### config.mk
export PLATFORM = sky130hd
export DESIGN_NAME = hazard_stall_ctrl
export DESIGN_NICKNAME = d
export VERILOG_FILES = /design/src/rtl/hazard_stall_ctrl.sv
export SDC_FILE = /design/constraint.sdc
export NUM_CORES = 1
export LEC_CHECK = 0
export ABC_AREA = 1
export CAP_MARGIN = 15
export CORE_MARGIN = 5
export CORE_UTILIZATION = 46
export CTS_BUF_LIST = sky130_fd_sc_hd__clkbuf_8
export CTS_CLUSTER_SIZE = 14
export DETAILED_ROUTE_END_ITERATION = 16
export PLACE_DENSITY = 0.8
export RECOVER_POWER = 25
export SYNTH_ARGS = -nofsm -noshare
export SYNTH_HDL_FRONTEND = slang
export SYNTH_SLANG_ARGS = --single-unit
### constraint.sdc
create_clock -name clk -period 1.6 [get_ports clk]
set_clock_uncertainty 0.2 [all_clocks]
set_input_delay 0.32 -clock clk [delete_from_list [all_inputs] [get_ports clk]]
set_output_delay 0.32 -clock clk [all_outputs]
set_load 0.01 [all_outputs]
### src/rtl/hazard_stall_ctrl.sv
// Pipeline hazard/stall controller: sequences RUN/STALL/FLUSH/HALT, drives the
// PC and IF/ID enables, and carries destination tags through EX/MEM/WB.
module hazard_stall_ctrl (
   input  logic       clk,
   input  logic       rst_n,
   input  logic       id_valid,
   input  logic [2:0] id_wreg,
   input  logic       id_regwrite,
   input  logic       id_halt,
   input  logic       send_nop,
   input  logic       br_taken,
   output logic [2:0] ex_reg,
   output logic [2:0] mem_reg,
   output logic [2:0] wb_reg,
   output logic       ex_live,
   output logic       mem_live,
   output logic       wb_live,
   output logic       mem_wr,
   output logic       wb_wr,
   output logic       pc_en,
   output logic       ifid_en,
   output logic       ifid_flush,
   output logic       idex_bubble,
   output logic       halted,
   output logic [2:0] stall_cnt,
   output logic       stall_err
);

   typedef enum logic [1:0] {
      RUN   = 2'd0,
      STALL = 2'd1,
      FLUSH = 2'd2,
      HALT  = 2'd3
   } state_t;

   state_t     state_reg;
   state_t     state_next;
   logic       stall_hit;
   logic [2:0] stall_cnt_next;

   // Internal tag bits that never leave the block.
   logic       ex_wr_reg;
   logic       ex_halt_reg;
   logic       mem_halt_reg;

   // Next state and control enables; reset forces the free-running defaults.
   always_comb begin
      pc_en       = 1'b1;
      ifid_en     = 1'b1;
      ifid_flush  = 1'b0;
      idex_bubble = 1'b0;
      stall_hit   = 1'b0;
      state_next  = state_reg;
      if (rst_n) begin
         if (state_reg == HALT) begin
            pc_en       = 1'b0;
            ifid_en     = 1'b0;
            idex_bubble = 1'b1;
            state_next  = HALT;
         end else begin
            // FLUSH lasts one cycle and then behaves exactly like RUN.
            if (br_taken) begin
               ifid_flush  = 1'b1;
               idex_bubble = 1'b1;
               state_next  = FLUSH;
            end else if (!send_nop) begin
               pc_en       = 1'b0;
               ifid_en     = 1'b0;
               idex_bubble = 1'b1;
               stall_hit   = 1'b1;
               state_next  = STALL;
            end else begin
               state_next  = RUN;
            end
            // The HALT tag moving from MEM into WB ends the run.
            if (mem_halt_reg) begin
               state_next = HALT;
            end
         end
      end
   end

   // Saturating count of consecutive stall-entry cycles.
   always_comb begin
      stall_cnt_next = 3'd0;
      if (stall_hit) begin
         stall_cnt_next = (stall_cnt == 3'd7) ? 3'd7 : stall_cnt + 3'd1;
      end
   end

   // State register, stall counter and sticky watchdog error.
   always_ff @(posedge clk or negedge rst_n) begin
      if (!rst_n) begin
         state_reg <= RUN;
         stall_cnt <= 3'd0;
         stall_err <= 1'b0;
      end else begin
         state_reg <= state_next;
         stall_cnt <= stall_cnt_next;
         if (stall_hit && stall_cnt == 3'd3) begin
            stall_err <= 1'b1;
         end
      end
   end

   // Tag pipeline: shifts every clock except while halted.
   always_ff @(posedge clk or negedge rst_n) begin
      if (!rst_n) begin
         ex_reg       <= 3'd0;
         ex_live      <= 1'b0;
         ex_wr_reg    <= 1'b0;
         ex_halt_reg  <= 1'b0;
         mem_reg      <= 3'd0;
         mem_live     <= 1'b0;
         mem_wr       <= 1'b0;
         mem_halt_reg <= 1'b0;
         wb_reg       <= 3'd0;
         wb_live      <= 1'b0;
         wb_wr        <= 1'b0;
      end else if (state_reg != HALT) begin
         wb_reg       <= mem_reg;
         wb_live      <= mem_live;
         wb_wr        <= mem_wr;
         mem_reg      <= ex_reg;
         mem_live     <= ex_live;
         mem_wr       <= ex_wr_reg;
         // A branch resolving alongside the HALT in EX squashes the HALT.
         mem_halt_reg <= ex_halt_reg & ~br_taken;
         if (idex_bubble) begin
            ex_reg      <= 3'd0;
            ex_live     <= 1'b0;
            ex_wr_reg   <= 1'b0;
            ex_halt_reg <= 1'b0;
         end else begin
            ex_reg      <= id_wreg;
            ex_live     <= id_valid;
            ex_wr_reg   <= id_regwrite & id_valid;
            ex_halt_reg <= id_halt & id_valid;
         end
      end
   end

   assign halted = (state_reg == HALT);

endmodule
Word-level counts from Yosys, hierarchy flattened
Cells that the tools add are included.

Register bits after elaboration: 23. Logic and storage cells: 48. Memories kept: 0. Bits of input ports: 10. ROM bits: 0. Output and inout port bits: 23. Bits in writable memories: 0. Bits in latches: 0.

Shifts and indexed selects: 0. Order comparisons: 0. Equality and inequality tests: 4. Multipliers: 0. Bitwise logic cells: 4. Reductions and logical operators: 1. Add/sub/neg operators: 1. Mux-type cells: 24. Div/mod/pow operators: 0.

Operator list (number): 2-to-1 mux 1 bit (18); 2-to-1 mux 3 bit (3); 2-to-1 mux 2 bit (3); adder 3 x 1 -> 3 bit, second input constant (1); AND 1 bit (3); == test 3 x 2 -> 1 bit, second input constant (1); == test 3 bit, second input constant (1); == test 2 bit, second input constant (1); != test 2 bit, second input constant (1); logical AND 1 bit (1); inverter 1 bit (1).

Depth between registers and ports, before layout
Depth after elaboration: 5. Mapped depth: 5. Depth with buffers taken out: 5.

Worst setup path after synthesis
OpenSTA, ideal clock, no wires.

Path type: register to output. Start point: register state_reg[0]. End point: output port pc_en. Stages on the path, launching flop included: 5. Path slack: 0.097 ns. Data required time: 1.080 ns. Buffers on the path: 1. Arrival time: 0.983 ns. Cells stage by stage: dfrtp_1 -> nand2_2 -> inv_4 -> o21ai_1 -> buf_4.

Longest elaborated chain between the ends: 3.

RTL lines: start, declared (line 36) `state_t state_reg;`; start signal, assigned (line 98) `state_reg <= state_next;`; == test 2 bit (line 55) `if (state_reg == HALT) begin`; 2-to-1 mux 1 bit (2 in series); end, declared (line 20) `output logic pc_en,`.

No other way between the ends.

Worst setup path after layout
Start point: register state_reg[1]. End point: output port pc_en.

Longest elaborated chain between the ends: 3.

RTL lines: == test 2 bit (line 55); 2-to-1 mux 1 bit (line 55); 2-to-1 mux 1 bit (line 54) `if (rst_n) begin`.

No other way between the ends.

==> impl_metrics.csv <==
group,metric,value,unit
place,placed_cells,175,
grt,overflow,0,
route,first_pass_iters,4,
timing,relSlewSlack,0.475,
setup_path,critical_path.cell_chain,"nand2_2 > inv_4 > o21ai_4 > buf_6",
cells_and_area,synthToLayoutAreaGrowth,45.9,%
clocking,cts.clk_slew.worst_paths,80,ps
clocking,cts_made_buffers,3,
power_and_ir_drop,clkPwrFrac,0.200,
synthesis,synth_area_per_cell,9.29,µm²
die,rows,17,
hold_path,hold_class,"input port to asynchronous set/reset pin",
run,drv_cap,0,
status,status,"finished, violations left",
timing,timing.final.hold_violations,0,
status,violations,"setup timing",
timing,rsz0062_at_grt,"true",
setup_path,worstSetupPathType,"flop to primary output",
die,die-area,3220,µm²
grt,grt_usage,0.154,
die,die_y,56.7,µm
die,io-pin-count,33,
timing,final-setup-viol-count,5,
clocking,cts_buffer_depth,2,
power_and_ir_drop,p_sw,0.607,mW
route,num_vias,869,
cells_and_area,nets,167,
power_and_ir_drop,powerDensity,1230,nW/µm²
setup_path,cp_slowest_cell,"dfrtp_1",
synthesis,ys_warn_count,0,
die,initial_core_util,0.467,
route,wirelength,2290,µm
timing,period_needed,1650,ps
setup_path,path_max_fanout,4,
synthesis,ys_ff_latch,23,
power_and_ir_drop,p_sw_frac,0.338,
timing,period_share,1.03,
timing,slew_viol_final,0,
power_and_ir_drop,vdd_ir_drop_max,1090,µV
timing,setup_slack,-52.7,ps
clocking,cts_tree,"yes",
cells_and_area,stdcell_count,183,
clocking,root_buffer,"clkbuf_8",
clocking,cts.htree.levels,1,
synthesis,yosysUniqueCellTypes,20,
die,core,2150,µm²
place,gp_congestion,0.726,
timing,worst_pin_slew,787,ps
power_and_ir_drop,power_frac_seq,0.448,
power_and_ir_drop,power_frac_comb,0.352,
power_and_ir_drop,p_int,1.19,mW
place,numPortBuffers,32,
cells_and_area,design_area,1460,µm²
route,drc_errors,0,
cells_and_area,final_common_cell,"nand2_1",
grt,grt_start_max_net_pins,20,
grt,first_global_vias,856,
synthesis,syn-cell-area,1000,µm²
route,drt_iter0_markers,11,
setup_path,worstPathRequired,1080,ps
synthesis,synth.net_count,119,
timing,tns,-204,ps
place,dpl_cell_area,1400,µm²
place,place_hpwl,1700,µm
synthesis,syn_inst,108,
power_and_ir_drop,p_leak,0.814,nW
cells_and_area,final_util,0.681,
cells_and_area,mostFrequentLayoutCells,"nand2_1, dfrtp_1, dlygate4sd2_1, buf_4",
route,ant_nets,0,
grt,antenna_found_initial,0,
clocking,clock_latency,260,ps
clocking,clock-sinks,23,
place,dp_slack,-647,ps
cells_and_area,drive_gt1_frac,0.252,
setup_path,max_stage_delay,400,ps
grt,grt_first_pass_wirelength,3830,µm
route,wl_per_cell,12.5,µm
route,vias_per_cell,4.75,
cells_and_area,num_antenna_cells,0,
setup_path,crit_path_end_kind,"primary output",
timing,max_freq,605,MHz
setup_path,cp-start-kind,"flop",
setup_path,critPathArrivalTime,1130,ps
synthesis,seq_area_frac_synth,0.574,
die,dieWidth,56.7,µm
[power by group through the flow]
stage / sequential (mW) / clock, mW / combinational (mW)
floorplan: 0.869 / 0 / 0.263
global placement: 0.814 / 0 / 0.667
detailed placement: 0.821 / 0 / 0.686
CTS: 0.807 / 0.362 / 0.613
global route: 0.826 / 0.397 / 0.694
finish: 0.804 / 0.359 / 0.633
[synth_stat cells (all sizes together)]
| cell type | instances | area (µm²) |
|---|---|---|
| nand2 | 47 | 186 |
| dfrtp | 23 | 576 |
| inv | 9 | 36.3 |
| nand3 | 9 | 67.6 |
| o21ai | 7 | 35.0 |
| buf | 4 | 45.0 |
| nor2 | 4 | 15.0 |
| a21oi | 2 | 13.8 |
| ha | 1 | 12.5 |
| nor3 | 1 | 5.00 |
| o21bai | 1 | 11.3 |
[cell type report]
cell class	count	area [µm²]
clock buffers	3	41.3
clock inverters	1	5.00
fillers	191	684
inverters	9	36.3
multi-input cells	72	368
flip-flops and latches	23	576
well taps	28	35.0
repair buffers	47	403
[path summary, 6_finish.rpt]
check	to	start	slack (ps)	cells after the start
min reg2reg	wb_wr	wb_wr	270	2
min	state_reg[0]	rst_n	120	3
max in group asynchronous	ex_wr_reg	rst_n	490	2
max reg2reg	wb_reg[0]	state_reg[1]	170	7
min in group clk	wb_wr	wb_wr	270	2
max	pc_en	state_reg[1]	-50	4
[metrics by stage]
stage	total power [mW]	hold slack, ps
floorplan	1.13	-176
global placement	1.48	253
detailed placement	1.51	260
CTS	1.78	13.2
global route	1.92	164
finish	1.80	122
[cell families after synthesis]
| logic type | share of synthesized area |
|---|---|
| adders and majority gates | 0.0125 |
| DFF | 0.574 |
| AOI/OAI and AO/OA | 0.0598 |
| buffers and inverters | 0.0810 |
| and+or+nand+nor | 0.273 |
[metal layers]
layer  share of wire  global-route usage  vias up
li1                -                   -      432
met1            0.39               0.177      403
met2            0.51               0.254       26
met3           0.062              0.0391        8
met4           0.032              0.0915        0
met5               0                   0        -
[repair_timing]
item                                    4_1_cts  5_1_grt
gates cloned                                  0        0
endpoints found under the setup margin       23        5
setup buffers                                 3        1
pin swaps                                     4        3
hold buffers                                  0        0
resized for setup                            46        6
[critical path: cells and delay by family, from the launching register on]
| kind | cells | cell delay, ps |
|---|---|---|
| compound gates | 1 | 160 |
| buf+inv | 2 | 190 |
| flops | 1 | 400 |
| simple gates | 1 | 130 |
Note: power is estimated with default switching activity, not from simulation.
